--- config.mk ---
export PLATFORM = sky130hd
export DESIGN_NAME = multicycle_control_unit
export DESIGN_NICKNAME = d
export VERILOG_FILES = /design/src/rtl/mcu_pkg.sv /design/src/rtl/alu_decoder.sv /design/src/rtl/multicycle_control_unit.sv
export SDC_FILE = /design/constraint.sdc
export NUM_CORES = 1
export LEC_CHECK = 0
export CAP_MARGIN = 40
export CORE_MARGIN = 5
export CORE_UTILIZATION = 40
export CTS_BUF_LIST = sky130_fd_sc_hd__clkbuf_8
export DETAILED_ROUTE_END_ITERATION = 6
export PLACE_DENSITY_LB_ADDON = 0.25
export REMOVE_ABC_BUFFERS = 1
export SLEW_MARGIN = 20
export SYNTH_ARGS = -nofsm -noshare
export SYNTH_HDL_FRONTEND = slang
export SYNTH_SLANG_ARGS = --single-unit
--- constraint.sdc ---
create_clock -name clk -period 1.5 [get_ports clk]
set_input_delay 0.3 -clock clk [delete_from_list [all_inputs] [get_ports clk]]
set_output_delay 0.3 -clock clk [all_outputs]
set_load 0.02 [all_outputs]
--- src/rtl/mcu_pkg.sv ---
// Shared types and encodings for the multicycle RV32I control unit.
// States, datapath mux selects, ALU operations and opcodes.
package mcu_pkg;

   typedef enum logic [3:0] {
      S_FETCH,
      S_DECODE,
      S_MEMADR,
      S_MEMREAD,
      S_MEMWB,
      S_MEMWRITE,
      S_EXECR,
      S_EXECI,
      S_UPPER,
      S_ALUWB,
      S_BRANCH,
      S_JALRADR,
      S_JAL,
      S_TRAP
   } state_e;

   localparam logic [3:0] ALU_ADD  = 4'd0;
   localparam logic [3:0] ALU_SUB  = 4'd1;
   localparam logic [3:0] ALU_AND  = 4'd2;
   localparam logic [3:0] ALU_OR   = 4'd3;
   localparam logic [3:0] ALU_XOR  = 4'd4;
   localparam logic [3:0] ALU_SLL  = 4'd5;
   localparam logic [3:0] ALU_SRL  = 4'd6;
   localparam logic [3:0] ALU_SRA  = 4'd7;
   localparam logic [3:0] ALU_SLT  = 4'd8;
   localparam logic [3:0] ALU_SLTU = 4'd9;

   localparam logic [2:0] IMM_I = 3'b000;
   localparam logic [2:0] IMM_S = 3'b001;
   localparam logic [2:0] IMM_B = 3'b010;
   localparam logic [2:0] IMM_U = 3'b011;
   localparam logic [2:0] IMM_J = 3'b100;

   localparam logic [1:0] RES_ALUOUT = 2'b00;
   localparam logic [1:0] RES_DATA   = 2'b01;
   localparam logic [1:0] RES_ALURES = 2'b10;

   localparam logic [1:0] SRCA_PC    = 2'b00;
   localparam logic [1:0] SRCA_OLDPC = 2'b01;
   localparam logic [1:0] SRCA_RD1   = 2'b10;
   localparam logic [1:0] SRCA_ZERO  = 2'b11;

   localparam logic [1:0] SRCB_RD2  = 2'b00;
   localparam logic [1:0] SRCB_IMM  = 2'b01;
   localparam logic [1:0] SRCB_FOUR = 2'b10;

   localparam logic [6:0] OP_LOAD   = 7'b0000011;
   localparam logic [6:0] OP_STORE  = 7'b0100011;
   localparam logic [6:0] OP_R      = 7'b0110011;
   localparam logic [6:0] OP_I      = 7'b0010011;
   localparam logic [6:0] OP_BRANCH = 7'b1100011;
   localparam logic [6:0] OP_JAL    = 7'b1101111;
   localparam logic [6:0] OP_JALR   = 7'b1100111;
   localparam logic [6:0] OP_LUI    = 7'b0110111;
   localparam logic [6:0] OP_AUIPC  = 7'b0010111;

   localparam logic [6:0] F7_ALT = 7'b0100000;

   function automatic logic [2:0] imm_src(input logic [6:0] op);
      unique case (op)
         OP_STORE:         imm_src = IMM_S;
         OP_BRANCH:        imm_src = IMM_B;
         OP_LUI, OP_AUIPC: imm_src = IMM_U;
         OP_JAL:           imm_src = IMM_J;
         default:          imm_src = IMM_I;
      endcase
   endfunction

endpackage

--- src/rtl/alu_decoder.sv ---
// ALU operation select from control state and instruction fields.
// Only EXECR/EXECI/BRANCH pick non-add operations.
module alu_decoder
   import mcu_pkg::*;
(
   input  state_e      state,
   input  logic [2:0]  funct3,
   input  logic [6:0]  funct7,
   output logic [3:0]  alu_ctl
);

   logic alt;
   logic is_r;

   assign alt  = (funct7 == F7_ALT);
   assign is_r = (state == S_EXECR);

   // funct3 map; sub only exists for register-register ops
   always_comb begin
      alu_ctl = ALU_ADD;
      case (state)
         S_EXECR, S_EXECI: begin
            unique case (funct3)
               3'b000: alu_ctl = (is_r && alt) ? ALU_SUB : ALU_ADD;
               3'b001: alu_ctl = ALU_SLL;
               3'b010: alu_ctl = ALU_SLT;
               3'b011: alu_ctl = ALU_SLTU;
               3'b100: alu_ctl = ALU_XOR;
               3'b101: alu_ctl = alt ? ALU_SRA : ALU_SRL;
               3'b110: alu_ctl = ALU_OR;
               3'b111: alu_ctl = ALU_AND;
            endcase
         end
         S_BRANCH: alu_ctl = ALU_SUB;
         default:  alu_ctl = ALU_ADD;
      endcase
   end

endmodule

--- src/rtl/multicycle_control_unit.sv ---
// Multicycle RV32I control FSM over a shared memory with ready handshake.
// Moore outputs per state, qualified by mem_ready and branch outcome.
module multicycle_control_unit
   import mcu_pkg::*;
#(
   parameter bit EXT_BRANCH = 1'b1,
   parameter bit TRAP_HALT  = 1'b1,
   parameter int ALU_CTRL_W = 4
) (
   input  logic                  clk,
   input  logic                  rst_n,
   input  logic [6:0]            op,
   input  logic [2:0]            funct3,
   input  logic [6:0]            funct7,
   input  logic                  Zero,
   input  logic                  Lt,
   input  logic                  Ltu,
   input  logic                  mem_ready,
   output logic                  mem_req,
   output logic                  AdrSrc,
   output logic                  IRWrite,
   output logic                  PCWrite,
   output logic                  MemWrite,
   output logic                  RegWrite,
   output logic [1:0]            ResultSrc,
   output logic [1:0]            ALUSrcA,
   output logic [1:0]            ALUSrcB,
   output logic [ALU_CTRL_W-1:0] ALUControl,
   output logic [2:0]            ImmSrc,
   output logic                  illegal,
   output logic                  retire
);

   state_e     state_q, state_d;
   logic [3:0] alu_ctl;
   logic       br_legal;
   logic       taken;

   alu_decoder u_alu_dec (
      .state   (state_q),
      .funct3  (funct3),
      .funct7  (funct7),
      .alu_ctl (alu_ctl)
   );

   // beq is always legal; the rest need EXT_BRANCH and exclude 010/011
   assign br_legal = (funct3 == 3'b000) ||
                     (EXT_BRANCH && (funct3[2:1] != 2'b01));

   assign ALUControl = rst_n ? ALU_CTRL_W'(alu_ctl) : '0;

   // State register; reset returns straight to FETCH
   always_ff @(posedge clk or negedge rst_n) begin
      if (!rst_n) state_q <= S_FETCH;
      else        state_q <= state_d;
   end

   // Next-state sequencing
   always_comb begin
      state_d = state_q;
      case (state_q)
         S_FETCH:    if (mem_ready) state_d = S_DECODE;
         S_DECODE: begin
            case (op)
               OP_LOAD, OP_STORE: state_d = S_MEMADR;
               OP_R:              state_d = S_EXECR;
               OP_I:              state_d = S_EXECI;
               OP_BRANCH:         state_d = br_legal ? S_BRANCH : S_TRAP;
               OP_JAL:            state_d = S_JAL;
               OP_JALR:           state_d = (funct3 == 3'b000) ? S_JALRADR
                                                               : S_TRAP;
               OP_LUI, OP_AUIPC:  state_d = S_UPPER;
               default:           state_d = S_TRAP;
            endcase
         end
         S_MEMADR:   state_d = (op == OP_LOAD) ? S_MEMREAD : S_MEMWRITE;
         S_MEMREAD:  if (mem_ready) state_d = S_MEMWB;
         S_MEMWRITE: if (mem_ready) state_d = S_FETCH;
         S_EXECR, S_EXECI, S_UPPER: state_d = S_ALUWB;
         S_JALRADR:  state_d = S_JAL;
         S_JAL:      state_d = S_ALUWB;
         S_TRAP:     if (!TRAP_HALT) state_d = S_FETCH;
         default:    state_d = S_FETCH;
      endcase
   end

   // Branch outcome from ALU flags of rs1 - rs2
   always_comb begin
      taken = 1'b0;
      case (funct3)
         3'b000:  taken = Zero;
         3'b001:  taken = !Zero;
         3'b100:  taken = Lt;
         3'b101:  taken = !Lt;
         3'b110:  taken = Ltu;
         3'b111:  taken = !Ltu;
         default: taken = 1'b0;
      endcase
   end

   // Per-state datapath controls, all gated off while in reset
   always_comb begin
      mem_req   = 1'b0;
      AdrSrc    = 1'b0;
      IRWrite   = 1'b0;
      PCWrite   = 1'b0;
      MemWrite  = 1'b0;
      RegWrite  = 1'b0;
      ResultSrc = RES_ALUOUT;
      ALUSrcA   = SRCA_PC;
      ALUSrcB   = SRCB_RD2;
      ImmSrc    = imm_src(op);
      illegal   = 1'b0;
      retire    = 1'b0;
      case (state_q)
         S_FETCH: begin
            mem_req   = 1'b1;
            ALUSrcB   = SRCB_FOUR;
            ResultSrc = RES_ALURES;
            IRWrite   = mem_ready;
            PCWrite   = mem_ready;
         end
         S_DECODE: begin
            ALUSrcA = SRCA_OLDPC;
            ALUSrcB = SRCB_IMM;
         end
         S_MEMADR, S_EXECI, S_JALRADR: begin
            ALUSrcA = SRCA_RD1;
            ALUSrcB = SRCB_IMM;
         end
         S_MEMREAD: begin
            mem_req = 1'b1;
            AdrSrc  = 1'b1;
         end
         S_MEMWB: begin
            ResultSrc = RES_DATA;
            RegWrite  = 1'b1;
            retire    = 1'b1;
         end
         S_MEMWRITE: begin
            mem_req  = 1'b1;
            AdrSrc   = 1'b1;
            MemWrite = mem_ready;
            retire   = mem_ready;
         end
         S_EXECR: ALUSrcA = SRCA_RD1;
         S_UPPER: begin
            ALUSrcA = (op == OP_LUI) ? SRCA_ZERO : SRCA_OLDPC;
            ALUSrcB = SRCB_IMM;
         end
         S_ALUWB: begin
            RegWrite = 1'b1;
            retire   = 1'b1;
         end
         S_BRANCH: begin
            ALUSrcA = SRCA_RD1;
            PCWrite = taken;
            retire  = 1'b1;
         end
         S_JAL: begin
            ALUSrcA = SRCA_OLDPC;
            ALUSrcB = SRCB_FOUR;
            PCWrite = 1'b1;
         end
         S_TRAP:  illegal = 1'b1;
         default: ;
      endcase
      if (!rst_n) begin
         mem_req   = 1'b0;
         AdrSrc    = 1'b0;
         IRWrite   = 1'b0;
         PCWrite   = 1'b0;
         MemWrite  = 1'b0;
         RegWrite  = 1'b0;
         ResultSrc = 2'b00;
         ALUSrcA   = 2'b00;
         ALUSrcB   = 2'b00;
         ImmSrc    = 3'b000;
         illegal   = 1'b0;
         retire    = 1'b0;
      end
   end

endmodule
==> qor.csv, run 1 <==
stage,metric,value,unit
global_route,global_route.overflow_total,0,
synthesis,async_flop_share,1.00,
cells_and_area,top_register,state_q,
power_and_ir_drop,vdd_drop_max,1.97,mV
synthesis,ys_ff_latch,4,
worst_setup_path,timing.critical_path.from_type,register,
global_route,grt_pass1_wl,8.05,mm
global_route,grtUsageTotal,0.293,
clocking,tritoncts,built,
global_route,maximum_number_of_pins_on_one_net_before_global_route_repair,12,
timing,fin_worst_skew,0.00289,ns
floorplanning,design.core.area,2500,um^2
drt,drt-wirelength-per-cell,24.9,um
timing,worst_slack,-0.444,ns
floorplanning,initial_core_utilization,0.418,
worst_setup_path,r2r.worst_path.cells,7,
placed_design,place.gp.congestion,0.906,
synthesis,average_footprint_of_a_synthesized_cell,7.12,um^2
cells_and_area,share_of_layout_cells_above_drive_strength_1,0.677,
cells_and_area,antennaDiodeCount,0,
drt,drt_iter0_drc,146,
timing,finalHoldViolations,0,
floorplanning,die-width,61.1,um
timing,slew_headroom,0.688,
timing,finalCriticalPeriod,1.94,ns
synthesis,synth-seq-area-share,0.0957,
worst_setup_path,cp-end-kind,output pin,
synthesis,netlist.top_cell.by_area,sky130_fd_sc_hd__dfrtp_1,
clocking,htree_num_levels,1,
clocking,cts_buffers,3,
clocking,cts_root_buf,sky130_fd_sc_hd__clkbuf_8,
synthesis,synth_top_area_frac,0.0957,
global_route,use_met2,0.505,
min_path,min-delay-path-class,in2async,
timing,rsz0062_at_grt,true,
synthesis,post_synthesis_cell_count,147,
worst_setup_path,data_arrival_time_at_the_worst_slack_endpoint,1.64,ns
global_route,met3_layer_usage_reported_by_global_route,0.0734,
drt,final_antenna_net_count,0,
global_route,antenna_found_initial,0,
outcome,outcome,finished with violations,
clocking,clock_insertion_delay_worst_skew,0.22,ns
synthesis,yosys_warnings,0,
drt,totalWireLength,7.07,mm
worst_setup_path,critical_path_peak_fanout,6,
outcome,violations,setup timing,
drt,avgViaCountPerCell,6.47,
floorplanning,floorplan.die.height,61.1,um
worst_setup_path,worstSetupPathType,reg2out,
timing,min_period_over_period,1.30,
synthesis,netlist-cell-type-count,51,
cells_and_area,largest_registers,state_q x4,
synthesis,synth-edff-count,0,
synthesis,yosys_most_used_dff,sky130_fd_sc_hd__dfrtp_1,
timing,measured_slew_at_the_worst_slew_check_pin,0.463,ns
placed_design,dp.final_hpwl,2.99,mm
global_route,groute.layer.met1.usage,0.341,
drt,detail_route.drc_violations,0,
placed_design,port_buffers,43,
drt,number_of_vias_in_the_routed_layout,1837,
floorplanning,core.rowCount,18,
floorplanning,i_o_pins,44,
run,max_capacitance_violation_total,0,
floorplanning,dieArea,3740,um^2
cells_and_area,final_core_utilization,0.951,
drt,firstDrtPassIters,4,
power_and_ir_drop,p_per_area,1400,nW/um^2
clocking,clkSlewWorstSetupHoldPaths,0.03,ns
synthesis,synth_area,1050,um^2
cells_and_area,largest_register_ff_count,4,
worst_setup_path,cp_data_required_time,1.20,ns
clocking,clock_path_buffers,2,
timing,report.final.setup_viol,22,
global_route,grt_most_used_layer,met2,
synthesis,post_synth_main_area_contributors,"sky130_fd_sc_hd__dfrtp_1, sky130_fd_sc_hd__buf_6, sky130_fd_sc_hd__nor2_1",
timing,achievable-frequency,0.515,GHz
cells_and_area,syn_to_final_growth,127,%
clocking,cts.hold.buffers_added,0,
power_and_ir_drop,leakage,1.07,nW
timing,hold-worst-slack,0.140,ns
cells_and_area,design.final.nets,279,
clocking,clock-sinks,4,
global_route,first_global_vias,1649,
timing,maxSlewViolCount,0,
[metrics by stage]
stage               setup slack, ns  setup TNS [ns]  cell area [um^2]  instances  power, mW
floorplan                    -0.341           -3.12               928        133       1.06
global placement             -0.870          -16.02              1730        250       1.90
detailed placement           -0.938          -16.62              1730        250       1.93
CTS                          -0.279           -3.91              2050        267       2.53
global route                 -0.494           -6.55              2380        284       3.39
finish                       -0.444           -5.78              2380        284       3.32
[where the power goes]
group          internal [mW]  switching [mW]
Clock                  0.172          0.0610
Combinational           1.40            1.41
Sequential             0.156           0.116
Total                   1.73            1.59
[cell usage in the layout (no fill, tap or decap), drive strengths merged, types with 3 or more instances in the layout]
cell,instances
clkbuf,6
nand2,14
nor2b,6
dfrtp,4
nand2b,7
dlygate4sd2,9
nor4,4
a32oi,4
a21oi,7
nand3,3
xnor2,4
and2b,4
and3b,5
o21ai,7
and2,3
nor3,7
nor4b,4
buf,102
mux2i,3
nor2,15
[cells by family (layout without fill, tap and decap cells)]
kind of cell           count (synthesis)  count (layout)  synth area share
AO/OA/AOI/OAI                         34              34             0.236
AND/OR/NAND/NOR                       83              83             0.459
flip-flops                             4               4            0.0957
multiplexers                           4               4            0.0395
XOR/XNOR                               6               6            0.0502
buffers and inverters                 16             123             0.120
[repair_timing]
item	CTS	global route
resized for setup	203	71
buffers inserted	13	17
pin swaps	37	26
endpoints found under the setup margin	24	25
gates cloned	1	0
[routing by layer]
metal,part of all wire,routed length [um]
met1,0.34,2440
met2,0.46,3250
met3,0.12,833
met4,0.078,550
met5,0,0
[final cells by class]
cell class,instances,area (um^2)
Sequential cell,4,103
Tap cell,30,37.5
Clock buffer,3,41.3
Multi-Input combinational cell,127,1140
Inverter,2,7.51
Fill cell,63,121
Timing Repair Buffer,118,1050
[critical path, stage by stage (launching register included)]
cell,delay (ns)
sky130_fd_sc_hd__dfrtp_1,0.44
sky130_fd_sc_hd__nor2b_4,0.20
sky130_fd_sc_hd__buf_6,0.14
sky130_fd_sc_hd__a41oi_2,0.12
sky130_fd_sc_hd__o21ai_1,0.21
sky130_fd_sc_hd__and2_1,0.18
sky130_fd_sc_hd__buf_6,0.12
[worst paths after layout]
| path | from | endpoint | slack (ns) |
|---|---|---|---|
| max | state_q[3]$_DFFE_PN0P_ | ALUSrcA[1] | -0.44 |
| min | rst_n | state_q[3]$_DFFE_PN0P_ | 0.14 |
| max reg2reg | state_q[3]$_DFFE_PN0P_ | state_q[2]$_DFFE_PN0P_ | -0.28 |
| min reg2reg | state_q[1]$_DFFE_PN0P_ | state_q[3]$_DFFE_PN0P_ | 0.80 |
| max in group asynchronous | rst_n | state_q[2]$_DFFE_PN0P_ | 1.23 |
| min in group clk | op[3] | state_q[0]$_DFFE_PN0P_ | 0.64 |
[Yosys cell counts, drive strengths merged (2+ instances only)]
master and instances:
xor2 2, nor4b 4, mux2i 3, a21oi 7, xnor2 4, a31o 2, inv 2, nand3 3
nand2b 7, nor4 4, dfrtp 4, nor3 7, and3b 5, o211ai 2, or3 2, and2 3
or2b 2, nor2 15, and3 2, and2b 4, buf 9, nor2b 6, o21ai 7, clkbuf 5
or2 2, nand2 14, a32oi 4
Note: power is estimated with default switching activity, not from simulation.
==> run 2, diff against run 1 <==
TNS_END_PERCENT = 1   (was not set)
==> qor.csv, run 2 (same netlist as run 1, synthesis figures left out) <==
stage,metric,value,unit
timing,report.final.setup_viol,21,
floorplanning,core.rowCount,18,
floorplanning,design.core.area,2500,um^2
cells_and_area,stdcell_area,1920,um^2
global_route,grt_pass1_wl,6.89,mm
placed_design,postPlaceCellArea,1730,um^2
timing,rsz0062_at_grt,true,
clocking,cts_root_buf,sky130_fd_sc_hd__clkbuf_8,
floorplanning,i_o_pins,44,
timing,hold-worst-slack,0.131,ns
cells_and_area,largest_register_ff_count,4,
power_and_ir_drop,post-layout-total-power,2.49,mW
timing,achievable-frequency,0.559,GHz
cells_and_area,final_core_utilization,0.767,
drt,totalWireLength,4.42,mm
timing,tns,-4.01,ns
cells_and_area,layout.cells.most_common_list,"sky130_fd_sc_hd__buf_4, sky130_fd_sc_hd__dlygate4sd2_1, sky130_fd_sc_hd__nor2_1, sky130_fd_sc_hd__nand2_1, sky130_fd_sc_hd__buf_6",
clocking,clock-sinks,4,
outcome,violations,setup timing,
clocking,clock_path_buffers,2,
power_and_ir_drop,clock_power_share,0.092,
global_route,grtUsageTotal,0.246,
outcome,outcome,finished with violations,
drt,drt_iter0_drc,39,
drt,top_routing_layer_used,met4,
power_and_ir_drop,vdd_drop_max,1.29,mV
power_and_ir_drop,leakage,0.863,nW
cells_and_area,share_of_layout_cells_above_drive_strength_1,0.507,
placed_design,place.gp.congestion,0.906,
cells_and_area,largest_registers,state_q x4,
floorplanning,floorplan.die.height,61.1,um
run,max_capacitance_violation_total,0,
drt,final_antenna_net_count,0,
cells_and_area,final_common_cell,sky130_fd_sc_hd__buf_4,
min_path,min-delay-path-class,in2async,
power_and_ir_drop,power.net_switching,1.14,mW
cells_and_area,antennaDiodeCount,0,
floorplanning,initial_core_utilization,0.418,
power_and_ir_drop,share_seq_of_total_power,0.098,
cells_and_area,top_register,state_q,
power_and_ir_drop,portion_of_total_power_attributed_to_combinational_logic,0.810,
drt,drt-wirelength-per-cell,17.3,um
timing,slew_headroom,0.718,
timing,measured_slew_at_the_worst_slew_check_pin,0.416,ns
worst_setup_path,timing.critical_path.from_type,register,
worst_setup_path,cp-end-kind,output pin,
global_route,first_global_vias,1496,
clocking,tritoncts,built,
drt,firstDrtPassIters,4,
clocking,clkSlewWorstSetupHoldPaths,0.03,ns
floorplanning,die-width,61.1,um
drt,avgViaCountPerCell,5.82,
floorplanning,dieArea,3740,um^2
worst_setup_path,data_arrival_time_at_the_worst_slack_endpoint,1.49,ns
clocking,clock_insertion_delay_worst_skew,0.22,ns
timing,fin_worst_skew,0.00153,ns
global_route,global_route.overflow_total,0,
drt,routedLengthMet1,1.78,mm
global_route,maximum_number_of_pins_on_one_net_before_global_route_repair,14,
timing,finalHoldViolations,0,
timing,maxSlewViolCount,0,
timing,finalCriticalPeriod,1.79,ns
global_route,antenna_found_initial,0,
placed_design,port_buffers,43,
worst_setup_path,critical_path_peak_fanout,6,
cells_and_area,design.final.nets,250,
clocking,cts_buffers,3,
clocking,htree_num_levels,1,
timing,worst_slack,-0.290,ns
power_and_ir_drop,p_int,1.35,mW
drt,dr_wl_met3,388,um
power_and_ir_drop,p_per_area,1300,nW/um^2
drt,number_of_vias_in_the_routed_layout,1484,
worst_setup_path,worstSetupPathType,reg2out,
drt,detail_route.drc_violations,0,
placed_design,dp.final_hpwl,2.99,mm
power_and_ir_drop,netSwitchingFraction,0.458,
cells_and_area,syn_to_final_growth,83.3,%
drt,routed-wl-met2,2.15,mm
worst_setup_path,cp_data_required_time,1.20,ns
timing,min_period_over_period,1.19,
==> run 2: layout make-up <==
class	instances	area (um^2)
well taps	30	37.5
clock buffers	3	41.3
multi-input cells	127	988
repair buffers	89	739
fillers	198	583
flip-flops and latches	4	103
inverters	2	7.51
==> run 2: stage by stage <==
stage / std cells / setup slack (ns)
after global placement: 250 / -0.870
after global routing: 255 / -0.356
after CTS: 256 / -0.281
final: 255 / -0.290
after floorplan: 133 / -0.341
after detailed placement: 250 / -0.938
==> run 2: worst max-delay path, cell delays in order (launching register included) <==
cell	delay (ns)
sky130_fd_sc_hd__dfrtp_2	0.45
sky130_fd_sc_hd__buf_6	0.16
sky130_fd_sc_hd__nor2_4	0.03
sky130_fd_sc_hd__o211ai_1	0.16
sky130_fd_sc_hd__a21oi_1	0.09
sky130_fd_sc_hd__or2_4	0.25
sky130_fd_sc_hd__buf_6	0.13
==> run 2: power groups by stage <==
stage               clock [mW]  sequential [mW]  combinational (mW)
detailed placement           0            0.210                1.72
global placement             0            0.208                1.69
CTS                      0.227            0.231                1.91
global route             0.237            0.252                2.15
floorplan                    0            0.299               0.762
finish                   0.229            0.245                2.02
==> run 2: final timing paths <==
check / start / end / slack, ns / cells after the start
min: rst_n / state_q[3]$_DFFE_PN0P_ / 0.13 / 2
max reg2reg: state_q[3]$_DFFE_PN0P_ / state_q[2]$_DFFE_PN0P_ / -0.16 / 6
min in group clk: op[3] / state_q[0]$_DFFE_PN0P_ / 0.70 / 4
min reg2reg: state_q[1]$_DFFE_PN0P_ / state_q[0]$_DFFE_PN0P_ / 0.72 / 2
max: state_q[0]$_DFFE_PN0P_ / ALUControl[0] / -0.29 / 6
max in group asynchronous: rst_n / state_q[2]$_DFFE_PN0P_ / 1.24 / 2
==> run 2: routing by layer <==
| layer | global-route usage | vias to the layer above |
|---|---|---|
| met3 | 0.0566 | 12 |
| met2 | 0.424 | 66 |
| li1 | - | 693 |
| met1 | 0.288 | 713 |
| met4 | 0.108 | 0 |
| met5 | 0 | - |
==> run 2: timing repair <==
| item | 4_1_cts | 5_1_grt |
|---|---|---|
| cloned | 1 | 0 |
| hold buffers | 0 | 0 |
| pin swaps | 21 | 9 |
| setup buffers | 2 | 0 |
| setup endpoints to repair | 24 | 24 |
| gates resized for setup | 164 | 23 |
